==> src/rtl/cmp_pkg.sv <==
// Shared types and elaboration helpers for the sequential magnitude comparator.
// The optional early-exit build is selected in the top level with CMP_EARLY_EXIT_EN.
package cmp_pkg;

    // Two-state control: waiting for a request, or walking through the slices
    typedef enum logic {
        IDLE = 1'b0,
        RUN  = 1'b1
    } cmp_state_t;

    // Width of the slice index; at least one bit so NSLICE=1 still has a legal vector
    function automatic int idx_width(input int nslice);
        return (nslice > 1) ? $clog2(nslice) : 1;
    endfunction

    // Legal geometry: at least two operand bits, slice within range, whole number of slices
    function automatic bit cfg_ok(input int width, input int slice);
        return (width >= 2) && (slice >= 1) && (slice <= width) && ((width % slice) == 0);
    endfunction

endpackage

==> src/rtl/cmp_slice.sv <==
// Combinational compare of two SLICE-bit vectors, MSB-first xnor/and cascade:
// a bit position decides "greater" only when every more significant bit is equal.
module cmp_slice #(
    parameter int SLICE = 4
) (
    input  logic [SLICE-1:0] a,
    input  logic [SLICE-1:0] b,
    output logic             eq,
    output logic             gt
);

    logic [SLICE-1:0] bit_eq;
    logic [SLICE-1:0] gt_term;

    genvar gi;
    generate
        for (gi = 0; gi < SLICE; gi = gi + 1) begin : g_bit
            assign bit_eq[gi] = a[gi] ~^ b[gi];
            if (gi == SLICE - 1) begin : g_top
                assign gt_term[gi] = a[gi] & ~b[gi];
            end else begin : g_lower
                // All more significant bits must match before this bit may decide
                assign gt_term[gi] = (&bit_eq[SLICE-1:gi+1]) & a[gi] & ~b[gi];
            end
        end
    endgenerate

    assign eq = &bit_eq;
    assign gt = |gt_term;

endmodule

==> src/rtl/seq_magnitude_comparator.sv <==
// Multi-cycle magnitude comparator: compares two WIDTH-bit operands MSB-first,
// SLICE bits per clock, with a start/busy/done handshake. Signed operands are
// mapped to offset binary on capture so a single unsigned datapath serves both.
// Default build has data-independent latency (NSLICE cycles). Defining
// CMP_EARLY_EXIT_EN lets RUN finish on the first differing slice instead.
module seq_magnitude_comparator
    import cmp_pkg::*;
#(
    parameter int WIDTH = 16,
    parameter int SLICE = 4
) (
    input  logic             clk,
    input  logic             reset,
    input  logic             start,
    input  logic [WIDTH-1:0] a,
    input  logic [WIDTH-1:0] b,
    input  logic             signed_mode,
    output logic             busy,
    output logic             done,
    output logic             a_eq_b,
    output logic             a_lt_b,
    output logic             a_gt_b
);

    localparam int NSLICE = WIDTH / SLICE;
    localparam int IDX_W  = idx_width(NSLICE);
    localparam bit CFG_OK = cfg_ok(WIDTH, SLICE);

    localparam logic [IDX_W-1:0] LAST_IDX = IDX_W'(NSLICE - 1);
    localparam logic [WIDTH-1:0] SIGN_BIT = {1'b1, {(WIDTH-1){1'b0}}};

    generate
        if (!CFG_OK) begin : g_cfg_err
            $error("seq_magnitude_comparator: WIDTH must be >= 2 and a multiple of SLICE");
        end
    endgenerate

    cmp_state_t       state_q, state_d;
    logic [IDX_W-1:0] idx_q, idx_d;
    logic [WIDTH-1:0] a_q, a_d;
    logic [WIDTH-1:0] b_q, b_d;
    logic             decided_q, decided_d;
    logic             gt_r_q, gt_r_d;
    logic             done_q, done_d;
    logic             eq_q, eq_d;
    logic             lt_q, lt_d;
    logic             gt_q, gt_d;

    // Latched operands split into slices, element 0 holding the most significant slice
    logic [SLICE-1:0] a_slice [NSLICE];
    logic [SLICE-1:0] b_slice [NSLICE];
    logic [SLICE-1:0] cur_a;
    logic [SLICE-1:0] cur_b;
    logic             slice_eq;
    logic             slice_gt;

    genvar gi;
    generate
        for (gi = 0; gi < NSLICE; gi = gi + 1) begin : g_split
            assign a_slice[gi] = a_q[WIDTH-1-gi*SLICE -: SLICE];
            assign b_slice[gi] = b_q[WIDTH-1-gi*SLICE -: SLICE];
        end
    endgenerate

    // Route the slice selected by the index into the single slice comparator
    always_comb begin : p_slice_mux
        cur_a = '0;
        cur_b = '0;
        for (int i = 0; i < NSLICE; i++) begin
            if (idx_q == IDX_W'(i)) begin
                cur_a = a_slice[i];
                cur_b = b_slice[i];
            end
        end
    end

    cmp_slice #(
        .SLICE (SLICE)
    ) u_slice (
        .a  (cur_a),
        .b  (cur_b),
        .eq (slice_eq),
        .gt (slice_gt)
    );

    // Next-state and result logic: capture on start, fold one slice per cycle, publish at the end
    always_comb begin : p_next
        logic first_diff;
        logic finish;

        state_d   = state_q;
        idx_d     = idx_q;
        a_d       = a_q;
        b_d       = b_q;
        decided_d = decided_q;
        gt_r_d    = gt_r_q;
        done_d    = 1'b0;
        eq_d      = eq_q;
        lt_d      = lt_q;
        gt_d      = gt_q;
        first_diff = 1'b0;
        finish     = 1'b0;

        case (state_q)
            IDLE: begin
                if (start) begin
                    // Flipping the sign bit turns two's-complement order into unsigned order
                    a_d       = signed_mode ? (a ^ SIGN_BIT) : a;
                    b_d       = signed_mode ? (b ^ SIGN_BIT) : b;
                    idx_d     = '0;
                    decided_d = 1'b0;
                    gt_r_d    = 1'b0;
                    state_d   = RUN;
                end
            end
            RUN: begin
                // Only the most significant differing slice decides the order
                first_diff = !decided_q && !slice_eq;
                if (first_diff) begin
                    decided_d = 1'b1;
                    gt_r_d    = slice_gt;
                end
`ifdef CMP_EARLY_EXIT_EN
                finish = (idx_q == LAST_IDX) || first_diff;
`else
                // Keep walking after a decision so latency never depends on the data
                finish = (idx_q == LAST_IDX);
`endif
                if (finish) begin
                    state_d = IDLE;
                    done_d  = 1'b1;
                    eq_d    = !decided_d;
                    gt_d    = decided_d && gt_r_d;
                    lt_d    = decided_d && !gt_r_d;
                end else begin
                    idx_d = idx_q + IDX_W'(1);
                end
            end
            default: begin
                state_d = IDLE;
            end
        endcase
    end

    // State and output registers with synchronous reset; reset also aborts a compare in flight
    always_ff @(posedge clk) begin : p_regs
        if (reset) begin
            state_q   <= IDLE;
            idx_q     <= '0;
            a_q       <= '0;
            b_q       <= '0;
            decided_q <= 1'b0;
            gt_r_q    <= 1'b0;
            done_q    <= 1'b0;
            eq_q      <= 1'b0;
            lt_q      <= 1'b0;
            gt_q      <= 1'b0;
        end else begin
            state_q   <= state_d;
            idx_q     <= idx_d;
            a_q       <= a_d;
            b_q       <= b_d;
            decided_q <= decided_d;
            gt_r_q    <= gt_r_d;
            done_q    <= done_d;
            eq_q      <= eq_d;
            lt_q      <= lt_d;
            gt_q      <= gt_d;
        end
    end

    assign busy   = (state_q == RUN);
    assign done   = done_q;
    assign a_eq_b = eq_q;
    assign a_lt_b = lt_q;
    assign a_gt_b = gt_q;

endmodule

==> config.mk <==
export PLATFORM = sky130hd
export DESIGN_NAME = seq_magnitude_comparator
export DESIGN_NICKNAME = d
export VERILOG_FILES = /design/src/rtl/cmp_pkg.sv /design/src/rtl/cmp_slice.sv /design/src/rtl/seq_magnitude_comparator.sv
export SDC_FILE = /design/constraint.sdc
export NUM_CORES = 1
export LEC_CHECK = 0
export CAP_MARGIN = 20
export CORE_MARGIN = 4
export CORE_UTILIZATION = 40
export CTS_CLUSTER_DIAMETER = 60
export DETAILED_ROUTE_END_ITERATION = 7
export HOLD_SLACK_MARGIN = 0.1
export PLACE_DENSITY_LB_ADDON = 0.15
export SLEW_MARGIN = 20
export SYNTH_ARGS = -nofsm -noshare
export SYNTH_HDL_FRONTEND = slang
export SYNTH_SLANG_ARGS = --single-unit
==> constraint.sdc <==
create_clock -name clk -period 3.3 [get_ports clk]
set_input_delay 0.495 -clock clk [delete_from_list [all_inputs] [get_ports clk]]
set_output_delay 0.495 -clock clk [all_outputs]
set_load 0.02 [all_outputs]
==> Word level (Yosys, flattened, before mapping) <==
Index checks and enable logic that the tools add are counted.
{ "word_totals": {"out_inout_bits": 5, "reg_bits": 41, "word_cells": 74, "in_bits": 36} }
{ "op_classes": {"bitwise_logic": 18, "reduce_logical": 16, "eq_ne": 5, "addsub": 1, "mux": 24} }
{ "op_table": {"columns": ["cell", "n"], "rows": [
  ["two-way mux 16 bit", 2],
  ["two-way mux 4 bit", 8],
  ["two-way mux 1 bit", 8],
  ["AND reduction 2 bit", 4],
  ["bitwise AND 1 bit", 7],
  ["NOT 1 bit", 7],
  ["case mux 1 bit (2 select lines)", 3],
  ["== test 2 bit, second input constant", 2],
  ["zero test 1 bit", 4],
  ["two-way mux 2 bit", 2],
  ["!= test 2 bit, second input constant", 2],
  ["case mux 2 bit (2 select lines)", 1],
  ["AND reduction 4 bit", 1],
  ["OR reduction 4 bit", 1],
  ["XNOR 1 bit", 4],
  ["logical AND 1 bit", 3],
  ["AND reduction 3 bit", 1],
  ["adder 2 x 1 -> 2 bit, second input constant", 1],
  ["== test 2 x 1 -> 1 bit, second input constant", 1],
  ["zero test 2 bit", 1],
  ["OR reduction 2 bit", 1]
]} }

==> Logic depth before layout (Yosys ltp) <==
Gate-level depths: netlist of the first run.
{ "logic_depth": {"ltp_word": 14, "mapped_depth": 15, "ltp_nobuf": 14} }

==> Cells and area by module <==
Synthesis of the first run repeated with hierarchy kept, for this count alone.
{ "unflattened": {"cells_unflattened": 253, "hier_area_um2": 2137.0} }
{ "modules_own_cells": {"columns": ["module", "area_per_inst_um2", "seq_area_each_um2", "cells_each", "n_inst"], "rows": [
  ["seq_magnitude_comparator", 2035.7, 820.8, 241, 1],
  ["cmp_slice", 101.3, 0.0, 12, 1]
]} }

==> Least setup slack after synthesis of the first run <==
OpenSTA, ideal clock, no wires.
{ "synth_path": {"path_kind": "register to register", "start": "register idx_q[1]", "end": "register gt_q, in the netlist a_gt_b", "period_less_slack_ns": 2.638, "n_path_buf": 1, "stages_incl_launch_ff": 14, "t_arrival_ns": 2.580, "setup_time_ns": 0.058, "path_slack_ns": 0.662, "required_ns": 3.242, "cell_sequence": "dfxtp_1 -> inv_1 -> ha_1 -> buf_4 -> a21oi_1 -> nor2_1 -> a21oi_1 -> o21ai_1 -> ha_1 -> or3b_1 -> a2111oi_0 -> nor4_1 -> a21oi_1 -> o211a_1"} }
{ "synth_via": {"elab_chain_cells": 13, "elab_cells_between_ends": 39, "cone_classes": "3 x eq/ne; 12 x mux; 15 x bitwise; 9 x reduce/logical"} }
{ "synth_lines": {"columns": ["item", "line", "text"], "rows": [
  ["start: declaration", "seq_magnitude_comparator.sv:39", "logic [IDX_W-1:0] idx_q, idx_d;"],
  ["start signal: assignment", "seq_magnitude_comparator.sv:160", "idx_q <= idx_d;"],
  ["zero test 2 bit", "seq_magnitude_comparator.sv:70", "if (idx_q == IDX_W'(i)) begin"],
  ["two-way mux 4 bit (4 in a row)", "seq_magnitude_comparator.sv:70", null],
  ["XNOR 1 bit", "cmp_slice.sv:18", "assign bit_eq[gi] = a[gi] ~^ b[gi];"],
  ["AND reduction 3 bit / AND reduction 2 bit (equally long branches)", "cmp_slice.sv:23", "assign gt_term[gi] = (&bit_eq[SLICE-1:gi+1]) & a[gi] & ~b[gi];"],
  ["bitwise AND 1 bit (2 in a row)", "cmp_slice.sv:23", null],
  ["OR reduction 4 bit", "cmp_slice.sv:29", "assign gt = |gt_term;"],
  ["two-way mux 1 bit", "seq_magnitude_comparator.sv:119", "if (first_diff) begin"],
  ["two-way mux 1 bit", "seq_magnitude_comparator.sv:104", "case (state_q)"],
  ["logical AND 1 bit", "seq_magnitude_comparator.sv:133", "gt_d = decided_d && gt_r_d;"],
  ["end signal: assignment", "seq_magnitude_comparator.sv:168", "gt_q <= gt_d;"],
  ["end: declaration", "seq_magnitude_comparator.sv:47", "logic gt_q, gt_d;"]
]} }
Several ways; a longest one is shown, not always the timed one. The select of a mux whose other input is x is not followed.
A chain may end at the register's enable or synchronous reset.

==> Worst setup path after layout of the first run <==
{ "layout_path": {"start": "register idx_q[0]", "end": "register gt_q, in the netlist a_gt_b"} }
Same word-level chain as after synthesis.

==> results by group, run 1 <==
Outcome
  • Outcome: complete, no violations

Timing
  • Max_slew headroom: 0.478
  • Final setup viols: 0
  • RSZ-0062 raised after global routing: no
  • Minimum clock period after layout: about 3.0 ns
  • Fin Clk Skew: between 0.007 and 0.008 ns
  • Hold slack: roughly 0.46 ns
  • Fin crit share: 0.903
  • Final Hold Vio Count: 0
  • Setup TNS: 0 ns
  • Actual slew at the worst max-slew pin: around 0.8 ns
  • Slew Limit Fails: 0
  • F_max: ~340 MHz
  • Worst Slack Setup Final: around 0.32 ns

Die
  • Starting density of the core: 0.414
  • Die Width: 77.9 um
  • Num rows: 25
  • Core ar.: between 4000 and 5000 um^2
  • Die area: roughly 6100 um^2
  • Chip Height: between 70 and 80 um
  • I/O pins: between 40 and 50

Cells and area
  • Number of antenna diodes: 0
  • Design area: between 2000 and 2500 um^2
  • Share of cells above drive strength 1: 0.0676
  • Most common cell after layout, fill and taps aside: nand2_1
  • Post-layout net count: ~320
  • Most frequent cells in the layout: 68 x nand2_1, 41 x dfxtp_1, 40 x clkdlybuf4s50_1, 38 x a21oi_1, 11 x nor2_1
  • Area Overhead vs Synth: 27.5%
  • Filler cells: about 480

Synthesis
  • Avg Cell Area, Syn: between 7 and 8 um^2
  • Mapped Cells: 247
  • Flop and latch count out of synthesis: slightly above 40
  • Sequential area share after synthesis: 0.420
  • Syn_nets: approximately 290
  • Synthesis Warnings: 0
  • Share of flip-flops with an asynchronous set or reset: 0
  • Post-synth top flop: dfxtp_1
  • Post-synth EDFFs: 0
  • Yosys cell types: 37
  • Synthesized area: around 2000 um^2

Setup path
  • Critical path class: reg -> reg
  • Critical Path AT: around 3.2 ns
  • CP required: about 3.5 ns
  • Worst-case reg-to-reg path depth: 14
  • Worst setup EP type: flip-flop
  • Max FO, Critical Path: 8
  • Setup crit start kind: flip-flop

Clocking
  • Clock latency at the later pin of the worst-skew pair: between 0.2 and 0.3 ns
  • CTS tree: built
  • CTS Buf Count: 5
  • Post-CTS Resized: 0
  • CTS Sinks: 41
  • Register clock-pin slew on the reported worst setup and hold paths: ~0.080 ns
  • Max clock buf depth: 2
  • Postcts setup bufs: 0
  • CTS root buf: clkbuf_8
  • Htree depth: 2
  • # hold bufs at CTS: 0

Routing
  • DRT iter0 DRCs: between 70 and 80
  • Routed wire length: ~4500 um
  • WL/cell: ~13 um
  • Drt via density: around 5.1
  • DRT Pass-1 Iters: 4
  • Via count: 1,759
  • Residual DRC: 0
  • DRT antenna net count: 0

Global route
  • Global route overflow: 0
  • Gr usage total: 0.153
  • Initial antenna violation count: 0
  • Global-route wire length before repair: around 7500 um
  • Pin count of the biggest net entering global routing: 27
  • Vias in the first global route: around 1,600

Placement
  • Place WS: 0.309 ns
  • GP Congestion: about 0.81
  • PortBufs: 40
  • Detailed placement HPWL: 3250 um
  • Cell Area, Placed: approximately 2400 um^2

Power
  • P per Cell Area: around 440 nW/um^2
  • Leak Pwr: between 0.9 and 1 nW
  • Worst ir drop on vdd: roughly 0.00023 V
  • Design Power: ~0.0011 W

Worst hold path
  • Cell depth of the worst hold path: 2
  • Hold Path Class: reg -> reg

Job
  • MaxCap Viol Count: 0
routing by layer:
metal	up-vias	share of wire	routed length, um	track usage
met4	0	0.0065	29	0.0427
met3	2	0.044	198	0.0452
met2	36	0.48	2150	0.246
met5	-	0	0	0
met1	815	0.47	2080	0.199
li1	906	-	-	-
worst max-delay path, cell delays in order (launching register included):
cell       delay, ns
dfxtp_1         0.39
inv_1           0.09
ha_1            0.31
nand2_1         0.11
nor2_1          0.04
a21oi_1         0.12
nor2_1          0.05
a21oi_1         0.14
o21ai_1         0.08
ha_1            0.35
or3b_1          0.35
a2111oi_0       0.40
nor4_1          0.11
a21oi_1         0.20
o211a_1         0.18
logic make-up (layout without fill, tap and decap cells):
| group | after synthesis | in the layout | synth area share |
|---|---|---|---|
| simple gates | 108 | 108 | 0.253 |
| compound gates | 60 | 60 | 0.208 |
| flops | 41 | 41 | 0.420 |
| xor+xnor | 5 | 5 | 0.0224 |
| mux | 1 | 1 | 0.00513 |
| fa+ha+maj | 5 | 5 | 0.0320 |
| buf+inv | 27 | 61 | 0.0596 |
sequential cells by signal, summed over array words and instances, names as in the netlist:
name	count
a_gt_b	1
a_eq_b	1
decided_q	1
a_lt_b	1
b_q	16
busy	1
a_q	16
done	1
idx_q	2
gt_r_q	1
power by group:
part / switching (W) / internal, W
logic: 0.000103 / 0.000103
registers: 0.0000216 / 0.000525
clock network: 0.000166 / 0.000189
total: 0.000291 / 0.000817
worst paths after layout:
check / start / endpoint / slack (ns)
max: idx_q[0] / a_gt_b / 0.32
min: b_q[0] / b_q[0] / 0.46
max reg2reg: idx_q[0] / a_gt_b / 0.32
min reg2reg: b_q[0] / b_q[0] / 0.46
synthesized netlist by cell type (3+ instances only):
library cell | instances | area, um^2
nand2_1 | 68 | 255
dfxtp_1 | 41 | 821
a21oi_1 | 38 | 190
clkbuf_1 | 13 | 48.8
nor2_1 | 11 | 41.3
inv_1 | 9 | 33.8
nand3b_1 | 6 | 45.0
nor3b_1 | 6 | 45.0
a211oi_1 | 5 | 37.5
ha_1 | 5 | 62.6
xnor2_1 | 4 | 35.0
a221oi_2 | 3 | 45.0
and3_1 | 3 | 18.8
buf_2 | 3 | 15.0
nor2b_1 | 3 | 18.8
through the flow:
stage,instances,util
after floorplan,247,-
after detailed placement,340,0.505
after CTS,348,0.527
after global routing,348,0.527
final,348,0.527
after global placement,340,0.505
cell type report:
cell class / count / area [um^2] / area share
tap: 67 / 83.8 / 0.0337
inverter: 9 / 33.8 / 0.0136
multi-input combinational: 179 / 1020 / 0.410
sequential: 41 / 821 / 0.329
timing repair buffer: 44 / 430 / 0.173
clock buffer: 7 / 96.3 / 0.0387
clock inverter: 1 / 5.00 / 0.00201
No activity file was read; power rests on OpenSTA's default activity.
==> run 2, diff against run 1 <==
CORE_UTILIZATION = 50   (was 40)
CTS_CLUSTER_DIAMETER = default   (was 60)
==> results by group, run 2 (synthesized netlist as in run 1, its figures left out) <==
Timing
  • Slew Limit Fails: 0 (unchanged)
  • Setup TNS: 0 ns (unchanged)
  • Fin Clk Skew: 0.00286 ns (was 0.00714 ns)
  • Final setup viols: 0 (unchanged)
  • Max_slew headroom: 0.590 (was 0.478)
  • RSZ-0062 raised after global routing: no (unchanged)
  • Fin crit share: 0.898 (was 0.903)
  • Minimum clock period after layout: 2.96 ns (was 2.98 ns)
  • F_max: 337 MHz (was 336 MHz)
  • Actual slew at the worst max-slew pin: 0.614 ns (was 0.780 ns)
  • Final Hold Vio Count: 0 (unchanged)

Global route
  • Pin count of the biggest net entering global routing: 36 (was 27)
  • Initial antenna violation count: 0 (unchanged)
  • Global-route wire length before repair: 7180 um (was 7480 um)
  • Vias in the first global route: 1,656 (was 1,611)
  • Gr usage total: 0.176 (was 0.153)
  • Global route overflow: 0 (unchanged)

Clocking
  • Htree depth: 2 (unchanged)
  • Postcts setup bufs: 0 (unchanged)
  • CTS Sinks: 41 (unchanged)
  • Max clock buf depth: 2 (unchanged)
  • Register clock-pin slew on the reported worst setup and hold paths: 0.07 ns (was 0.08 ns)
  • CTS tree: built (unchanged)
  • # hold bufs at CTS: 0 (unchanged)
  • Clock latency at the later pin of the worst-skew pair: 0.29 ns (about the same)
  • CTS root buf: clkbuf_8 (unchanged)
  • CTS Buf Count: 5 (unchanged)

Setup path
  • R2r setup slk: 0.34 ns (was 0.32 ns)
  • CP required: 3.53 ns (about the same)
  • Critical path class: reg -> reg (unchanged)
  • Critical Path AT: 3.20 ns (was 3.21 ns)
  • Worst path cell trace: inv_1, ha_1, nand2_1, nor2_1, a21oi_1, nor2_1, a21oi_1, o21ai_1, ha_1, or3b_1, a2111oi_0, nor4_1, a21oi_1, o211a_1 (unchanged)
  • Setup crit start kind: flip-flop (unchanged)
  • Worst path max stage delay: 0.39 ns (was 0.40 ns)
  • Reg-to-reg critical path startpoint: idx_q[0] (unchanged)
  • Max FO, Critical Path: 8 (unchanged)
  • RR Endpoint: a_gt_b (unchanged)
  • Worst-case reg-to-reg path depth: 14 (unchanged)
  • Slowest-stage cell, CP: dfxtp_1 (was a2111oi_0)
  • CP startpoint: idx_q[0] (unchanged)
  • Worst setup EP type: flip-flop (unchanged)
  • Most common cell on crit path: a21oi_1 (unchanged)

Die
  • Chip Height: 70.5 um (was 77.9 um)
  • Die area: 4970 um^2 (was 6060 um^2)
  • Die Width: 70.5 um (was 77.9 um)
  • Num rows: 22 (was 25)
  • I/O pins: 41 (unchanged)
  • Starting density of the core: 0.526 (was 0.414)
  • Core ar.: 3720 um^2 (was 4720 um^2)

Worst hold path
  • Hold Path Sink: a_q[10] (was b_q[0])
  • Hold Path Class: reg -> reg (unchanged)
  • Critical hold path startpoint: a_q[10] (was b_q[0])
  • Cell depth of the worst hold path: 2 (unchanged)

Routing
  • WL/cell: 12.7 um (was 12.8 um)
  • DRT antenna net count: 0 (unchanged)
  • Drt via density: 5.28 (was 5.05)
  • DRT Pass-1 Iters: 4 (unchanged)
  • DRT iter0 DRCs: 133 (was 77)
  • Routed wire length: 4170 um (was 4460 um)
  • Via count: 1,733 (was 1,759)
  • Residual DRC: 0 (unchanged)

Power
  • Leak Pwr: 0.900 nW (was 0.910 nW)
  • Worst ir drop on vdd: 0.000301 V (was 0.000234 V)
  • P per Cell Area: 439 nW/um^2 (was 445 nW/um^2)

Cells and area
  • Share of cells above drive strength 1: 0.0607 (was 0.0676)
  • Largest regs: a_q (16), b_q (16), idx_q (2) (unchanged)
  • Non-Filler Instances: 328 (was 348)
  • Post-layout net count: 321 (unchanged)
  • Area Overhead vs Synth: 25.6% (was 27.5%)
  • Most common cell after layout, fill and taps aside: nand2_1 (unchanged)
  • Most frequent cells in the layout: 68 x nand2_1, 41 x dfxtp_1, 40 x clkdlybuf4s50_1, 38 x a21oi_1, 11 x nor2_1 (unchanged)
  • Number of antenna diodes: 0 (unchanged)
  • Filler cells: 332 (was 477)

Placement
  • PortBufs: 40 (unchanged)
  • Placed cells: 321 (was 340)
  • GP Congestion: 0.918 (was 0.808)
  • Detailed placement HPWL: 3150 um (was 3250 um)

Job
  • MaxCap Viol Count: 0 (unchanged)

Outcome
  • Outcome: complete, no violations (unchanged)
-- run 2: cell count changes in the layout (fill, tap and decap cells not counted), sizes merged --
cell and change:
clkinv -1
-- run 2: cell type report --
cell class	count	area, um^2	area share
Clock buffer	7	86.3	0.0352
Multi-Input combinational cell	179	1020	0.416
Tap cell	48	60.1	0.0245
Sequential cell	41	821	0.335
Inverter	9	33.8	0.0138
Timing Repair Buffer	44	430	0.176
-- run 2: how the worst max path moves through the flow --
stage | endpoint | slack (ns)
global route | a_gt_b | 0.02
CTS | a_gt_b | 0.28
global placement | a_gt_b | 0.45
detailed placement | a_gt_b | 0.29
finish | a_gt_b | 0.34
floorplan | a_gt_b | 0.66
-- run 2: worst max-delay path, delay by kind of cell (launching register included) --
kind	cells	cell delay, ns
DFF	1	0.39
buffers and inverters	1	0.09
adders and majority gates	2	0.65
and+or+nand+nor	5	0.66
AOI/OAI and AO/OA	6	1.12
-- run 2: per-layer routing --
| layer | wire length, um | vias up | GRT usage |
|---|---|---|---|
| met5 | 0 | - | 0 |
| met4 | 45 | 0 | 0.0532 |
| met3 | 193 | 5 | 0.0403 |
| met2 | 2030 | 36 | 0.313 |
| met1 | 1900 | 790 | 0.211 |
| li1 | - | 902 | - |
-- run 2: through the flow --
step	setup slack (ns)	total power, W	hold WS (ns)	util	area, um^2
CTS	0.283	0.00108	0.461	0.659	2450
finish	0.337	0.00108	0.461	0.660	2450
global route	0.0239	0.00113	0.482	0.660	2450
detailed placement	0.287	0.000762	0.451	0.636	2360
global placement	0.453	0.000759	0.445	0.636	2360
floorplan	0.662	0.000687	0.436	-	1950
-- run 2: timing repair --
action	in CTS	in global routing
hold endpoints to repair	0	0
endpoints found under the setup margin	0	2
gates resized for setup	0	1
-- run 2: power breakdown --
part	total, W	internal (W)	switching [W]
Sequential	0.000547	0.000525	0.0000218
Combinational	0.000205	0.000103	0.000102
Clock	0.000324	0.000166	0.000158
Total	0.00108	0.000794	0.000282
==> edit (flow settings as in run 2) <==
`SLICE` is set to 4 in 2 places; all go to 2.
--- a/src/rtl/cmp_slice.sv
+++ b/src/rtl/cmp_slice.sv
@@ -1,7 +1,7 @@
 // Combinational compare of two SLICE-bit vectors, MSB-first xnor/and cascade:
 // a bit position decides "greater" only when every more significant bit is equal.
 module cmp_slice #(
-    parameter int SLICE = 4
+    parameter int SLICE = 2
 ) (
     input  logic [SLICE-1:0] a,
     input  logic [SLICE-1:0] b,
--- a/src/rtl/seq_magnitude_comparator.sv
+++ b/src/rtl/seq_magnitude_comparator.sv
@@ -7,7 +7,7 @@
     import cmp_pkg::*;
 #(
     parameter int WIDTH = 16,
-    parameter int SLICE = 4
+    parameter int SLICE = 2
 ) (
     input  logic             clk,
     input  logic             reset,
Function: changed (Yosys sat finds a counterexample within 10 cycles, from zero or initial values and one cycle with reset high).
==> edit against run 2 <==
- sequential cell count rose by 1
- total power rose by 0.39%
- non-clock buffer count rose by 1
- synthesized area rose by 4.4%
- setup slack got worse by 0.052 ns
- wire length rose by 6.6%
- first-iteration DRC count fell by 35%
- cell area rose by 3.2%
- critical endpoint is now a_eq_b
- global-route usage rose by 0.86 points
- critical path type unchanged
==> edit: results (changes against run 2) <==
Logic synthesis
  • Compound-cell area share of the yosys netlist: 23.9% (+3.1 points)
  • Post-synth top cells: nand2_1, dfxtp_1, a21oi_1
  • Mux share of post-synthesis cell area: 0% (-0.51 points)
  • Number of distinct library cells after synthesis: 42 (+14%)
  • Post-synthesis net count: 295 (+2.4%)
  • Arithmetic-cell share of the synthesized area counting full adders, half adders and majority gates: 4.30% (+1.1 points)
  • Xor/xnor cell area share of the yosys netlist: 0.859% (-1.4 points)
  • Sequential share of the synthesized area: 41.3% (-0.77 points)
  • Mean Syn Cell Area: 8.09 um^2 (+2.3%)
  • Synth area leaders: dfxtp_1, nand2_1, a21oi_1, ha_1, nor2_1

Placement
  • Global placer's final weighted congestion: 0.840 (-8.5%)
  • Post-placement cell count: 328 (+2.2%)
  • HPWL after DPL: 3230 um (+2.7%)
  • Cell area after placement: 2430 um^2 (+3.0%)
  • Post-placement worst setup slack: 0.314 ns (+0.0267 ns)

Setup path
  • Maximum fanout along the worst path: 10 (+2)
  • Data arrival at the endpoint of the critical path: 3.24 ns (+0.04 ns)

Drt
  • Met3 wire length: 238 um (+23%)
  • Routed len/inst: 13.2 um (+4.1%)
  • Met1 Wirelength: 2130 um (+12%)
  • Detailed Route Iter0 Violations: 87 (-35%)
  • Metal2 WL: 2070 um (+1.6%)
  • Per-cell via count in the routed design: 5.35 (+1.3%)

Global route
  • Vias in the first global route: 1693 (+2.2%)
  • Met2 Use GR: 30.0% (-1.3 points)
  • Global routing usage summed across all routing layers: 18.5% (+0.86 points)
  • Pin count of the biggest net entering global routing: 31 (-14%)
  • GR Util met1: 24.0% (+3.0 points)
  • Wire length of the first global-routing pass: 7600 um (+5.9%)
  • Global-route track usage on met3: 4.49% (+0.46 points)

Final layout
  • Share of post-route cells with drive strength above 1: 9.72% (+3.7 points)
  • Total area of sequential cells: 841 um^2 (+2.4%)
  • Count of non-CTS buffers in the layout: 45 (+2.3%)
  • Filler cells: 343 (+3.3%)
  • Fraction of standard cell area in multi-input logic: 41.8% (+0.21 points)
  • Clock tree buffer count of the final layout: 6 (-1)
  • Count of non-CTS inverters in the layout: 10 (+1)
  • Relative area of non-clock buffer cells in the final design: 17.3% (-0.24 points)
  • Cell Count, Final, Fillers Out: 336 (+2.4%)
  • Largest registers in the final layout: a_q x16, b_q x16, idx_q x3
  • Layout clock area frac: 3.76% (+0.24 points)
  • Multi-input logic cell count: 183 (+2.2%)
  • Final Core Density: 66.6% (+0.61 points)

Power
  • Switching part of the total power: 25.8% (-0.39 points)
  • Maximum VDD drop: 0.260 mV (-14%)
  • Power attributed to combinational cells: 0.187 mW (-9%)
  • Flop+latch power: 0.554 mW (+1%)
  • Leakage power: 0.943 nW (+4.7%)
  • Reported net switching power: 0.279 mW (-1.1%)

Floorplan
  • Row count: 22 (unchanged)

CTS
  • Total clock sinks: 42 (+2.4%)

Timing
  • Maximum clock skew at final layout: 0.00626 ns (+0.00340 ns)
  • Actual slew at the worst max-slew pin: 0.933 ns (+0.319 ns)

Run status
  • Status: finished, final reports clean
## edit: changes by cell type after synthesis, sizes merged, moves of 3 or more
| cell | delta |
|---|---|
| a21oi | +3 |
| and2b | +3 |
| nor2 | +3 |
| nor3b | -5 |
| clkbuf | -4 |
| o41ai | +4 |
| and3 | -3 |
## edit: critical path, cell delays in order (launching register included)
cell	delay (ns)
dfxtp_1	0.41
ha_1	0.34
and2b_2	0.25
a221oi_1	0.26
o41ai_1	0.09
a22oi_1	0.25
a211oi_1	0.12
a21o_1	0.17
ha_1	0.29
or2b_1	0.24
or4_1	0.39
a21oi_1	0.12
## edit: worst paths after layout
path             from      end  slack (ns)  cells after the start
max          idx_q[0]   a_eq_b        0.28                     11
max reg2reg  idx_q[0]   a_eq_b        0.28                     11
min reg2reg   a_q[14]  a_q[14]        0.46                      2
min           a_q[14]  a_q[14]        0.46                      2
